## src/rtl/ddr2_bank_ctrl.sv

```systemverilog
// rtl/ddr2_bank_ctrl.sv - DDR2 per-bank command sequencer (open-page, tRCD/tRP/tRAS/tRFC/tRTP/tWTP)
module ddr2_bank_ctrl #(
  parameter int ID_W   = 4,
  parameter int RA_W   = 14,
  parameter int CA_W   = 10,
  parameter int TW     = 5,
  parameter int TRFC_W = 8
) (
  input  logic              clk,
  input  logic              rst,
  input  logic              req_valid,
  output logic              req_ready,
  input  logic [ID_W-1:0]   req_id,
  input  logic [RA_W-1:0]   req_ra,
  input  logic [CA_W-1:0]   req_ca,
  input  logic [3:0]        req_len,
  input  logic              req_wr,
  input  logic [TW-1:0]     t_rcd,
  input  logic [TW-1:0]     t_rp,
  input  logic [TW-1:0]     t_ras,
  input  logic [TW-1:0]     t_rtp,
  input  logic [TW-1:0]     t_wtp,
  input  logic [TRFC_W-1:0] t_rfc,
  input  logic              ref_pend,
  output logic              ref_done,
  output logic [RA_W-1:0]   sch_ra,
  output logic [CA_W-1:0]   sch_ca,
  output logic [ID_W-1:0]   sch_id,
  output logic              act_req,
  output logic              rd_req,
  output logic              wr_req,
  output logic              pre_req,
  output logic              ref_req,
  input  logic              act_gnt,
  input  logic              rd_gnt,
  input  logic              wr_gnt,
  input  logic              pre_gnt,
  input  logic              ref_gnt
);

  localparam logic [1:0] ST_CLOSED  = 2'd0;
  localparam logic [1:0] ST_OPEN    = 2'd1;
  localparam logic [1:0] ST_REFRESH = 2'd2;

  localparam logic [2:0] C_NONE = 3'd0;
  localparam logic [2:0] C_ACT  = 3'd1;
  localparam logic [2:0] C_RD   = 3'd2;
  localparam logic [2:0] C_WR   = 3'd3;
  localparam logic [2:0] C_PRE  = 3'd4;
  localparam logic [2:0] C_REF  = 3'd5;

  logic [1:0]        state;
  logic [RA_W-1:0]   open_row;
  logic              buf_valid;
  logic [ID_W-1:0]   buf_id;
  logic [RA_W-1:0]   buf_ra;
  logic [CA_W-1:0]   buf_ca;
  logic              buf_wr;
  logic [TW-1:0]     tm_rcd, tm_ras, tm_rtp, tm_wtp, tm_rp;
  logic [TRFC_W-1:0] tm_rfc;
  logic [2:0]        hold_cmd;
  logic [2:0]        fresh_cmd;
  logic [2:0]        cmd;
  logic              grant;
  logic              accept;

  // Burst length rides along with the request but the bank never looks at it.
  logic unused_len;
  assign unused_len = ^req_len;

  function automatic logic [TW-1:0] t_load(input logic [TW-1:0] t);
    return (t == '0) ? '0 : t - TW'(1);
  endfunction

  function automatic logic [TW-1:0] t_dec(input logic [TW-1:0] t);
    return (t == '0) ? '0 : t - TW'(1);
  endfunction

  function automatic logic [TRFC_W-1:0] rfc_dec(input logic [TRFC_W-1:0] t);
    return (t == '0) ? '0 : t - TRFC_W'(1);
  endfunction

  always_comb begin
    fresh_cmd = C_NONE;
    case (state)
      ST_CLOSED: begin
        if (tm_rp == '0) begin
          if (ref_pend)       fresh_cmd = C_REF;
          else if (buf_valid) fresh_cmd = C_ACT;
        end
      end
      ST_OPEN: begin
        if (ref_pend || (buf_valid && buf_ra != open_row)) begin
          if (tm_ras == '0 && tm_rtp == '0 && tm_wtp == '0) fresh_cmd = C_PRE;
        end else if (buf_valid && tm_rcd == '0) begin
          fresh_cmd = buf_wr ? C_WR : C_RD;
        end
      end
      default: fresh_cmd = C_NONE;
    endcase
  end

  // An ungranted request is replayed unchanged so ref_pend can never retract it.
  assign cmd = rst ? C_NONE : ((hold_cmd != C_NONE) ? hold_cmd : fresh_cmd);

  assign act_req = (cmd == C_ACT);
  assign rd_req  = (cmd == C_RD);
  assign wr_req  = (cmd == C_WR);
  assign pre_req = (cmd == C_PRE);
  assign ref_req = (cmd == C_REF);

  assign grant = (act_req & act_gnt) | (rd_req & rd_gnt) | (wr_req & wr_gnt) |
                 (pre_req & pre_gnt) | (ref_req & ref_gnt);

  assign ref_done  = ref_req & ref_gnt;
  assign req_ready = !rst && !buf_valid && (state != ST_REFRESH) && !ref_pend;
  assign accept    = req_valid && req_ready;

  assign sch_ra = rst ? '0 : buf_ra;
  assign sch_ca = rst ? '0 : buf_ca;
  assign sch_id = rst ? '0 : buf_id;

  always_ff @(posedge clk) begin
    if (rst) begin
      state     <= ST_CLOSED;
      open_row  <= '0;
      buf_valid <= 1'b0;
      buf_id    <= '0;
      buf_ra    <= '0;
      buf_ca    <= '0;
      buf_wr    <= 1'b0;
      tm_rcd    <= '0;
      tm_ras    <= '0;
      tm_rtp    <= '0;
      tm_wtp    <= '0;
      tm_rp     <= '0;
      tm_rfc    <= '0;
      hold_cmd  <= C_NONE;
    end else begin
      hold_cmd <= grant ? C_NONE : cmd;
      tm_rcd   <= (act_req && act_gnt) ? t_load(t_rcd) : t_dec(tm_rcd);
      tm_ras   <= (act_req && act_gnt) ? t_load(t_ras) : t_dec(tm_ras);
      tm_rtp   <= (rd_req && rd_gnt)   ? t_load(t_rtp) : t_dec(tm_rtp);
      tm_wtp   <= (wr_req && wr_gnt)   ? t_load(t_wtp) : t_dec(tm_wtp);
      tm_rp    <= (pre_req && pre_gnt) ? t_load(t_rp)  : t_dec(tm_rp);
      tm_rfc   <= (ref_req && ref_gnt) ? ((t_rfc == '0) ? '0 : t_rfc - TRFC_W'(1))
                                       : rfc_dec(tm_rfc);

      if (act_req && act_gnt) begin
        state    <= ST_OPEN;
        open_row <= buf_ra;
      end else if (pre_req && pre_gnt) begin
        state <= ST_CLOSED;
      end else if (ref_req && ref_gnt) begin
        state <= ST_REFRESH;
      end else if (state == ST_REFRESH && tm_rfc == '0) begin
        state <= ST_CLOSED;
      end

      if ((rd_req && rd_gnt) || (wr_req && wr_gnt)) begin
        buf_valid <= 1'b0;
      end else if (accept) begin
        buf_valid <= 1'b1;
        buf_id    <= req_id;
        buf_ra    <= req_ra;
        buf_ca    <= req_ca;
        buf_wr    <= req_wr;
      end
    end
  end

endmodule

```

## config.mk

```make
export PLATFORM = sky130hd
export DESIGN_NAME = ddr2_bank_ctrl
export DESIGN_NICKNAME = d
export VERILOG_FILES = /design/src/rtl/ddr2_bank_ctrl.sv
export SDC_FILE = /design/constraint.sdc
export NUM_CORES = 1
export LEC_CHECK = 0
export CAP_MARGIN = 20
export CORE_AREA = 2 2 102 104
export CTS_CLUSTER_SIZE = 12
export DETAILED_ROUTE_END_ITERATION = 7
export DIE_AREA = 0 0 104 106
export PLACE_DENSITY = 0.69
export SYNTH_ARGS = -nofsm -noshare
export SYNTH_HDL_FRONTEND = slang
export SYNTH_SLANG_ARGS = --single-unit
```

## constraint.sdc

```tcl
create_clock -name clk -period 5.1 [get_ports clk]
set_input_delay 1.02 -clock clk [delete_from_list [all_inputs] [get_ports clk]]
set_output_delay 1.02 -clock clk [all_outputs]
set_load 0.02 [all_outputs]
```

Word-level counts from Yosys, hierarchy flattened
Cells that the tools add are included.
Storage, ports and cells
  register bits after elaboration: 82
Operators by class
  bitwise gates (word level): 10
  reduce and logical (&&, ||, !) cells: 39
  add/subtract/negate cells: 12
  equal/unequal tests: 9
  multiplexer cells: 35
Operators by type and width (count)
  $mux W5: 15
  $logic_not A5 Y1: 10
  $sub A5 B1 Y5 const B: 10
  $mux W8: 3
  $mux W3: 6
  $logic_not A8 Y1: 2
  $sub A8 B1 Y8 const B: 2
  $logic_and A1 B1 Y1: 14
  $mux W14: 1
  $ne A14 B14 Y1: 1
  $mux W10: 1
  $eq A3 B2 Y1 const B: 2
  $eq A3 B3 Y1 const B: 2
  $mux W2: 3
  $pmux W3 S2: 1
  $and A1 B1 Y1: 5
  $mux W1: 4
  $mux W4: 1
  $or A1 B1 Y1: 4
  $reduce_bool A4 Y1: 1
  $reduce_or A2 Y1: 2
  $eq A3 B1 Y1 const B: 1
  $logic_not A1 Y1: 3
  $reduce_bool A3 Y1: 1
  other kinds (9): 10

Longest topological paths before layout
Gate-level depths: netlist of run 1.
  depth after elaboration: 15
  gate-level depth with buffers: 13
  depth with buffers taken out: 10

Least setup slack after synthesis of run 1
No wires, ideal clock.
  kind: input-to-output
  start point: input port ref_pend
  end point: output port pre_req
  slack: 1.465 ns
  stages on the path: 7
  data required time: 4.080 ns
  data arrival time: 2.615 ns
  path through: nor2_1 -> nor3b_1 -> and4_1 -> o21ai_0 -> and2_1 -> buf_2 -> nor4_1
On the way
  longest elaborated chain between the ends: 6
  elaborated cells between the ends (all ways): 8
  classes of those cells: eq/ne (1); mux (6); reduce/logical (1)
RTL lines
  from (decl): RTL line 24  | input logic ref_pend,
  $mux W3 / $logic_or A1 B1 Y1 (equally long branches): RTL line 88, 93
  $mux W3 (on tied branches): RTL line 87, 93
  $pmux W3 S2 *: RTL line 85  | case (state)
  $mux W3 * (2 in a row): RTL line 104  | assign cmd = rst ? C_NONE : ((hold_cmd != C_NONE) ? hold_cmd : fresh_cmd);
  $eq A3 B3 Y1 *: RTL line 109  | assign pre_req = (cmd == C_PRE);
  to (decl): RTL line 32  | output logic pre_req,
Every way passes the cells marked *; elsewhere a longest branch is shown, timed or not.

Worst setup path in the final report of run 1
  start point: input port ref_pend
  end point: output port act_req
On the way
  longest elaborated chain between the ends: 6
  elaborated cells between the ends (all ways): 8
  classes of those cells: eq/ne (1); mux (6); reduce/logical (1)
RTL lines
  $mux W3 / $logic_or A1 B1 Y1 (equally long branches): RTL line 88, 93
  $mux W3 (on tied branches): RTL line 87, 93
  $pmux W3 S2 *: RTL line 85
  $mux W3 * (2 in a row): RTL line 104
  $eq A3 B1 Y1 *: RTL line 106  | assign act_req = (cmd == C_ACT);
  to (decl): RTL line 29  | output logic act_req,
Marks and branches as above.

==> impl_metrics.py, run 1 <==
metrics = {
    "pwr": {
        "leakagePower_nw": 2.26,
        "p_sw_w": 0.000837,
        "powerDensity_nw_per_um2": 400,
        "power.share.sequential_pct": 37.7,
        "internal_power_w": 0.00147,
        "power_frac_comb_pct": 41.3,
        "power.share.switching_pct": 36.3,
        "clockPowerShare_pct": 21.0,
        "power.ir.vdd_worst_mv": 0.164,
    },
    "timing": {
        "finalHoldViolations": 0,
        "worst_slack_ns": 0.500,
        "maxClockFrequency_mhz": 217,
        "slew_violations": 0,
        "final_setup_violations": 0,
        "clock_skew_ns": 0.00943,
        "maxSlewHeadroom_pct": 45.5,
        "tns_ns": 0,
        "tightestPinTransition_ns": 0.811,
        "post-route-min-period_ns": 4.60,
        "rsz0062_at_grt": "false",
        "crit_share_post_route_pct": 90.2,
    },
    "routing": {
        "drt_pass1_iterations": 4,
        "viasPerCell": 4.99,
        "wire_per_inst_um": 12.9,
        "drt_drc_violations_left": 0,
        "total_wire_length_mm": 9.76,
        "antenna_violating_nets_post_route": 0,
        "vias": 3775,
        "detailedRoute.firstIterationViolations": 133,
    },
    "clocking": {
        "cts_inserted_buffers": 9,
        "cts_tree": "yes",
        "post-cts-setup-buffer-count": 0,
        "cts_max_path_buffers": 2,
        "cts.hold.buffers_added": 0,
        "tritoncts_num_sinks": 82,
        "path_clk_slew_ns": 0.09,
        "htree_num_levels": 3,
        "clock_tree.root_cell": "clkbuf_8",
        "cts_repair_resize_count": 0,
        "clkLatencyLatePin_ns": 0.36,
    },
    "die": {
        "placement_rows": 37,
        "initial_utilization_pct": 44.0,
        "die_x_um": 104,
        "floorplan.core_area_um2": 10000,
        "boundaryPins": 110,
        "total_die_area_um2": 11000,
        "chipHeight_um": 106,
    },
    "logic_synthesis": {
        "synth_flop_cell": "dfxtp_1",
        "synth_top_area_cell": "dfxtp_1",
        "synthArstFlopShare_pct": 0,
        "synth.yosys.seq_area_share_pct": 37.3,
        "synth_largest_type_area_fraction_pct": 37.3,
        "synth.ff_latch_count": 82,
        "number_of_flops_mapped_to_enable_cells_by_yosys": 0,
        "synth_cell_types": 49,
        "synth.top_cells.by_area": "dfxtp_1 37%, mux2_2 7.2%, ha_1 5.1%, xnor2_1 5.0%, nand2_1 4.8%",
        "syn-cell-area_um2": 4400,
        "synth_fp_nets": 604,
        "syn-instance-count": 511,
        "postSynthAreaPerCell_um2": 8.61,
        "synthesis.yosys.warnings": 0,
    },
    "flow_run": {
        "timing.max_cap.violations": 0,
    },
    "worst_setup_path": {
        "critical_path.reg2reg.startpoint": "tm_rcd[0]$_SDFF_PP0_",
        "critPathCaptureType": "output port",
        "timing.critical_path.fanout_max": 9,
        "cp_data_required_time_ns": 4.08,
        "cp.arrival_ns": 3.58,
        "worst-setup-path-type": "primary input to output port",
        "r2r_cells": 11,
        "worst_setup_path_startpoint": "ref_pend",
        "startpoint_type": "primary input",
    },
    "status": {
        "run_status": "completed",
    },
    "global_route": {
        "gr-usage-all-layers_pct": 18.1,
        "grt_antenna_before_repair": 0,
        "globalRouteMet1Util_pct": 22.4,
        "pin_count_of_the_biggest_net_entering_global_routing": 36,
        "grt_pass1_wl_mm": 16.8,
        "grt.busiest_layer": "met2",
        "met3_layer_usage_reported_by_global_route_pct": 5.76,
        "use_met2_pct": 30.7,
        "globalRouteOverflowTotal": 0,
        "first_global_vias": 3800,
    },
    "layout": {
        "num_antenna_cells": 0,
        "drive_gt1_share_pct": 10.0,
        "layout.core_utilization_pct": 57.7,
        "layoutNonFillerInstCount": 756,
        "num-nets-final": 708,
        "filler_cell_count": 929,
        "final_area_um2": 5770,
        "flow.area_growth_from_synthesis_pct": 31.2,
    },
    "placed_design": {
        "dpl.hpwl_mm": 7.28,
        "dp_worst_setup_slack_ns": 0.493,
        "globalplace.congestion": 0.803,
        "placed_area_um2": 5570,
        "port_buffers": 105,
        "place_inst": 740,
    },
    "min_path": {
        "whs_path_depth": 2,
        "min-delay-path-class": "register to register",
        "worst_hold_startpoint": "open_row[6]$_SDFFE_PP0N_",
    },
}
-- cells by family after synthesis --
group	Yosys count	synth area share, %
mux	33	8.39
flops	82	37.3
simple gates	219	26.4
xor+xnor	44	8.76
fa+ha+maj	18	5.12
compound gates	65	9.22
buf+inv	50	4.83
-- metal layers --
metal	share of wire [%]	up-vias
met5	0	-
met1	46	1727
met4	1.2	0
met3	7.3	12
met2	46	91
li1	-	1945
-- cells in the mapped netlist, drive strengths merged, types with 2 or more instances --
library cell	n
a21oi	34
a31oi	2
and2	4
and3	2
and4	2
buf	8
clkbuf	11
dfxtp	82
ha	18
inv	31
mux2	31
mux2i	2
nand2	56
nand3	12
nand3b	5
nand4	2
nor2	48
nor2b	31
nor3	21
nor4	11
nor4b	5
o21ai	2
o21bai	2
o22ai	8
o31ai	12
or2	2
or3	12
xnor2	25
xor2	19
-- layout make-up --
class / instances / area [um2] / share of cell area, %
clock buffer: 9 / 124 / 2.15
clock inverter: 7 / 76.3 / 1.32
sequential: 82 / 1640 / 28.4
inverter: 31 / 116 / 2.02
tap: 136 / 170 / 2.95
multi-input combinational: 379 / 2540 / 44.1
timing repair buffer: 112 / 1100 / 19.0
-- placed cells by master (no fill, tap or decap), types with 3 or more instances in the layout --
| cell type | instances |
|---|---|
| clkdlybuf4s50_1 | 104 |
| dfxtp_1 | 82 |
| o22ai_1 | 8 |
| mux2_1 | 3 |
| o31ai_1 | 11 |
| nand3_1 | 12 |
| nand3b_1 | 5 |
| or3_1 | 12 |
| nor2b_1 | 31 |
| nor2_1 | 48 |
| a21oi_1 | 33 |
| nand2_1 | 56 |
| inv_1 | 30 |
| ha_1 | 18 |
| nor4b_1 | 4 |
| xnor2_1 | 25 |
| nor3_1 | 21 |
| clkbuf_8 | 9 |
| and2_1 | 4 |
| mux2_2 | 28 |
| nor4_1 | 9 |
| xor2_1 | 19 |
| buf_4 | 7 |
-- worst max-delay path: stages --
cell and delay (ns):
clkdlybuf4s50_1 0.46, nor4_1 0.29, nand2_1 0.17, o21ai_0 0.39, and2_1 0.41, and3_1 0.23, clkdlybuf4s50_1 0.61
-- per-stage QoR --
step	hold WS [ns]	total power [W]
6_report	0.471	0.00231
5_1_grt	0.496	0.00249
4_1_cts	0.474	0.00232
3_5_place_dp	0.461	0.00184
3_3_place_gp	0.453	0.00181
2_1_floorplan	0.436	0.00159
-- state kept, by name, indices dropped and copies added, names as in the netlist, 2 cells and up --
name      count
tm_rtp        5
open_row     14
tm_rcd        5
buf_id        4
buf_ca       10
tm_wtp        5
tm_rfc        8
hold_cmd      3
tm_rp         5
state         2
buf_ra       14
tm_ras        5
-- power groups by stage --
| stage | registers [W] | logic, W | clock network (W) |
|---|---|---|---|
| 2_1_floorplan | 0.000860 | 0.000730 | 0 |
| 3_3_place_gp | 0.000879 | 0.000927 | 0 |
| 4_1_cts | 0.000870 | 0.000960 | 0.000495 |
| 3_5_place_dp | 0.000884 | 0.000955 | 0 |
| 5_1_grt | 0.000888 | 0.00108 | 0.000521 |
| 6_report | 0.000870 | 0.000953 | 0.000483 |
-- path summary, 6_finish.rpt --
path | endpoint | slack, ns
setup reg to reg | buf_ra[8]$_SDFFE_PP0P_ | 1.88
setup / recovery | act_req | 0.50
hold / removal | open_row[6]$_SDFFE_PP0N_ | 0.47
hold reg to reg | open_row[6]$_SDFFE_PP0N_ | 0.47
Note: power is estimated with default switching activity, not from simulation.
==> run 2, diff against run 1 <==
Settings changed: CORE_AREA 2 2 102 104 to 2 2 87 122, DIE_AREA 0 0 104 106 to 0 0 89 124.
==> impl_metrics.py, run 2 (same netlist as run 1, synthesis figures left out) <==
metrics = {
    "status": {
        "run_status": "completed",
    },
    "timing": {
        "worst_slack_ns": 0.513,
        "post-route-min-period_ns": 4.59,
        "slew_violations": 0,
        "maxSlewHeadroom_pct": 31.8,
        "crit_share_post_route_pct": 89.9,
        "maxClockFrequency_mhz": 218,
        "clock_skew_ns": 0.00575,
        "final_setup_violations": 0,
        "rsz0062_at_grt": "false",
        "tightestPinTransition_ns": 1.01,
        "tns_ns": 0,
        "finalHoldViolations": 0,
    },
    "pwr": {
        "leakagePower_nw": 2.30,
        "power.ir.vdd_worst_mv": 0.189,
        "powerDensity_nw_per_um2": 416,
    },
    "clocking": {
        "htree_num_levels": 3,
        "clock_tree.root_cell": "clkbuf_16",
        "cts.hold.buffers_added": 0,
        "path_clk_slew_ns": 0.06,
        "cts_inserted_buffers": 9,
        "tritoncts_num_sinks": 82,
        "post-cts-setup-buffer-count": 0,
        "cts_tree": "yes",
        "clkLatencyLatePin_ns": 0.33,
        "cts_max_path_buffers": 2,
        "cts_repair_resize_count": 0,
    },
    "die": {
        "initial_utilization_pct": 44.4,
        "floorplan.core_area_um2": 9900,
        "placement_rows": 43,
        "die_x_um": 89,
        "boundaryPins": 110,
        "chipHeight_um": 124,
        "total_die_area_um2": 11000,
    },
    "layout": {
        "multi_input_area_um2": 2540,
        "sequential_cell_area_um2": 1640,
        "filler_cell_count": 937,
        "drive_gt1_share_pct": 9.84,
        "num_antenna_cells": 0,
        "flow.area_growth_from_synthesis_pct": 32.8,
        "reg.largest.list": "buf_ra (14), open_row (14), buf_ca (10)",
        "most_common_cell_after_layout_fill_and_taps_aside": "clkdlybuf4s50_1",
        "num-nets-final": 708,
        "commonest_non_fill_non_tap_cells_in_the_layout": "104 x clkdlybuf4s50_1, 82 x dfxtp_1, 56 x nand2_1",
    },
    "routing": {
        "viasPerCell": 5.05,
        "drt_pass1_iterations": 5,
        "total_wire_length_mm": 10.0,
        "wire_per_inst_um": 13.3,
        "vias": 3811,
        "antenna_violating_nets_post_route": 0,
        "detailedRoute.firstIterationViolations": 132,
        "drt_drc_violations_left": 0,
    },
    "worst_setup_path": {
        "critPathCaptureType": "output port",
        "timing.critical_path.fanout_max": 9,
        "cp.arrival_ns": 3.57,
        "startpoint_type": "primary input",
        "cp_data_required_time_ns": 4.08,
        "worst-setup-path-type": "primary input to output port",
    },
    "flow_run": {
        "timing.max_cap.violations": 0,
    },
    "global_route": {
        "gr-usage-all-layers_pct": 18.7,
        "grt_antenna_before_repair": 0,
        "pin_count_of_the_biggest_net_entering_global_routing": 43,
        "first_global_vias": 3770,
        "globalRouteOverflowTotal": 0,
        "grt_pass1_wl_mm": 16.3,
    },
    "placed_design": {
        "globalplace.congestion": 0.875,
        "dp_worst_setup_slack_ns": 0.533,
        "dpl.hpwl_mm": 7.55,
        "port_buffers": 105,
    },
    "min_path": {
        "min-delay-path-class": "register to register",
    },
}
## run 2: cell types whose count changed in the layout (fill, tap and decap cells not counted), sizes merged
cell	delta
clkinv	+2
bufinv	-1
inv	-1
clkbuf	+2
clkinvlp	-2
## run 2: metal layers
layer  wire length, um  vias up  track usage (%)
met2              4980       97             32.7
met3               695       14             6.63
met5                 0        -                0
met1              4220     1745             20.6
li1                  -     1955                -
met4               136        0             6.44
## run 2: metrics by stage
step	utilization (%)	cell area (um2)	std cells	hold slack [ns]	total power (W)
finish	59.0	5840	755	0.464	0.00243
global route	59.0	5840	755	0.484	0.00261
CTS	59.0	5840	755	0.467	0.00245
detailed placement	56.3	5570	739	0.458	0.00185
global placement	56.3	5570	739	0.453	0.00181
floorplan	-	4400	511	0.436	0.00159
## run 2: critical path, stage by stage
cell             delay (ns)
clkdlybuf4s50_1        0.54
nor2_1                 0.06
nor3b_1                0.23
and4_1                 0.22
o21ai_0                0.10
and2_1                 0.29
nor4_1                 0.42
clkdlybuf4s50_1        0.69
## run 2: final cells by class
cell class / count / share of cell area (%)
flip-flops and latches: 82 / 28.1
clock buffers: 11 / 4.16
inverters: 31 / 1.99
repair buffers: 112 / 18.8
well taps: 135 / 2.89
clock inverters: 5 / 0.493
multi-input cells: 379 / 43.6
## run 2: path summary, 6_finish.rpt
check | startpoint | endpoint | slack [ns] | depth (start not counted)
setup / recovery | ref_pend | ref_req | 0.51 | 8
hold / removal | open_row[1]$_SDFFE_PP0N_ | open_row[1]$_SDFFE_PP0N_ | 0.46 | 2
setup reg to reg | tm_wtp[0]$_SDFF_PP0_ | hold_cmd[0]$_SDFF_PP0_ | 1.83 | 9
hold reg to reg | open_row[1]$_SDFFE_PP0N_ | open_row[1]$_SDFFE_PP0N_ | 0.46 | 2
## run 2: power by group
group          total (W)  internal (W)  switching (W)
logic           0.000964      0.000466       0.000498
clock network   0.000594      0.000341       0.000253
registers       0.000872      0.000774      0.0000980
total            0.00243       0.00158       0.000849
==> run 3, diff against run 2 <==
Settings changed: CORE_AREA 2 2 87 122 to 2 2 102 104, DIE_AREA 0 0 89 124 to 0 0 104 106, SETUP_SLACK_MARGIN set to 0.2.
==> results of run 3 <==
No change in the layout: final DEF, timing and power equal those of run 1.
==> edit: new RTL, flow settings as in run 1 <==
Set the parameter `TW` to 6 (it was 5).
--- a/src/rtl/ddr2_bank_ctrl.sv
+++ b/src/rtl/ddr2_bank_ctrl.sv
@@ -3,7 +3,7 @@
   parameter int ID_W   = 4,
   parameter int RA_W   = 14,
   parameter int CA_W   = 10,
-  parameter int TW     = 5,
+  parameter int TW     = 6,
   parameter int TRFC_W = 8
 ) (
   input  logic              clk,
Interface: changed (5 resized); port bits go from 110 to 115. The function was not compared with the original's and may differ.
==> edit against run 1 <==
- worst setup slack worse by 0.22 ns
- sequential cell count is 5 higher
- routed wire length is 13% higher
- final area is 10% higher
- total power is 11% higher
- first-iteration DRC count is 20% higher
- sequential share of layout area is 1.0 points lower
- synthesized area is 12% higher
- highest routed layer unchanged
==> edit: results (changes against run 1) <==
[worst_setup_path]
worstPathMaxFanout = 13  ; was 9
arrival_ns = 3.80  ; was 3.58 ns
cpPeakStageDelay_ns = 0.63  ; was 0.61 ns
rr_worst_depth = 8  ; was 11

[route]
routed-via-count = 4083  ; was 3775
detail_route.iter0.violations = 159  ; was 133
dr.pass1.iters = 4  ; unchanged
routedWlPerCell_um = 13.92  ; was 12.91 um

[clock_network]
clock-root-buffer = clkbuf_8  ; unchanged
ctsResizeCount = 0  ; unchanged
cts_buffers = 9  ; unchanged

[synth]
synth_area_leaders = dfxtp_1, mux2_2, xnor2_1, ha_1, mux2i_1  ; was dfxtp_1, mux2_2, ha_1, xnor2_1, nand2_1
syn_nets = 645  ; was 604
synth_flop_cell = dfxtp_1  ; unchanged
yosysSeqAreaShare_pct = 35.34  ; was 37.32%
synth_common_cells = dfxtp_1, nor2_1, xnor2_1, nor2b_1, inv_1  ; was dfxtp_1, nand2_1, nor2_1, a21oi_1, nor2b_1
yosys_warnings = 0  ; unchanged
synth_cell_types = 49  ; unchanged

[grt]
grt_pass1_wl_um = 18950  ; was 16770 um
grt_max_degree = 40  ; was 36
grt_pass1_vias = 4248  ; was 3800
track_usage_pct = 20.58  ; was 18.14%

[finish]
nNetsFinal = 753  ; was 708
reg_top3 = buf_ra: 14 flops, open_row: 14 flops, buf_ca: 10 flops  ; unchanged
drive_gt1_share_pct = 10.99  ; was 10.00%

[timing]
setup_viol = 0  ; unchanged
maxSlewHeadroom_pct = 50.46  ; was 45.48%
clock_skew_ns = 0.01237  ; was 0.009433 ns

[pwr]
vdd_ir_drop_max_uv = 220.9  ; was 164.2 uV
cellLeakagePower_nw = 2.552  ; was 2.257 nW

[run_status]
status = finished, final reports clean  ; unchanged

[placed_design]
numPortBuffers = 110  ; was 105
placed_area_sq_um = 6145  ; was 5572 sq um
place_congestion = 0.8449  ; was 0.8028
dp_hpwl_um = 8397  ; was 7278 um

[hold_path]
hold_depth = 1  ; was 2

## edit: cell types whose count changed after synthesis, moves of 5 or more
cell             run 1  this run
dfxtp_1             82        87
nor2_1              48        56
mux2i_1              2        22
nand2b_1             0         5
ha_1                18        23
a21oi_1             33        14
mux2_4               0        11
nand2_1             56        29
xnor2_1             25        37
## edit: final timing paths
| path | end | slack (ns) | startpoint |
|---|---|---|---|
| setup / recovery | ref_req | 0.28 | ref_pend |
| setup reg to reg | buf_ca[2] | 2.11 | tm_wtp[2] |
| hold reg to reg | tm_rp[0] | 0.47 | tm_rp[0] |
| hold / removal | tm_rp[0] | 0.47 | tm_rp[0] |
## edit: per-layer routing
| layer | vias up | share of wire, % | global-route usage, % |
|---|---|---|---|
| met4 | 0 | 1.7 | 6.467 |
| met2 | 105 | 49 | 36.94 |
| met1 | 1882 | 44 | 23.99 |
| li1 | 2083 | - | - |
| met5 | - | 0 | 0 |
| met3 | 13 | 5.9 | 5.395 |
## edit: cells by family (layout without fill, tap and decap cells)
| family | count (synthesis) | in the layout | synth area share [%] |
|---|---|---|---|
| simple gates | 204 | 204 | 21.60 |
| compound gates | 61 | 61 | 8.479 |
| flops | 87 | 87 | 35.34 |
| buf+inv | 48 | 161 | 4.113 |
| mux | 63 | 63 | 14.67 |
| xor+xnor | 56 | 56 | 9.952 |
| fa+ha+maj | 23 | 23 | 5.839 |
## edit: final cells by class
cell class	count	area (sq um)
clock buffer	10	137.6
tap	136	170.2
fill	898	3651
clock inverter	6	66.31
multi-input combinational	407	2990
timing repair buffer	114	1126
inverter	31	116.4
sequential	87	1742
## edit: worst register-to-register path: cells and delay by family (launching register included)
kind	cells	cell delay, ns
multiplexers	1	0.35
flip-flops	1	0.35
AO/OA/AOI/OAI	2	0.59
AND/OR/NAND/NOR	4	1.34
buffers and inverters	1	0.26
## edit: per-stage QoR
step	cells	setup slack, ns	hold slack, ns	util [%]	power (mW)
3_3_place_gp	775	0.3300	0.4306	61.45	2.032
5_1_grt	791	0.08718	0.4764	63.49	2.766
2_1_floorplan	542	1.255	0.4202	-	1.788
3_5_place_dp	775	0.2857	0.4445	61.45	2.070
4_1_cts	791	0.2909	0.4660	63.49	2.583
6_report	791	0.2769	0.4677	63.49	2.565
## edit: power by group
group | leakage [nW] | switching [mW] | internal [mW]
logic | 1.73 | 0.564 | 0.546
clock network | 0.107 | 0.261 | 0.244
registers | 0.713 | 0.115 | 0.835
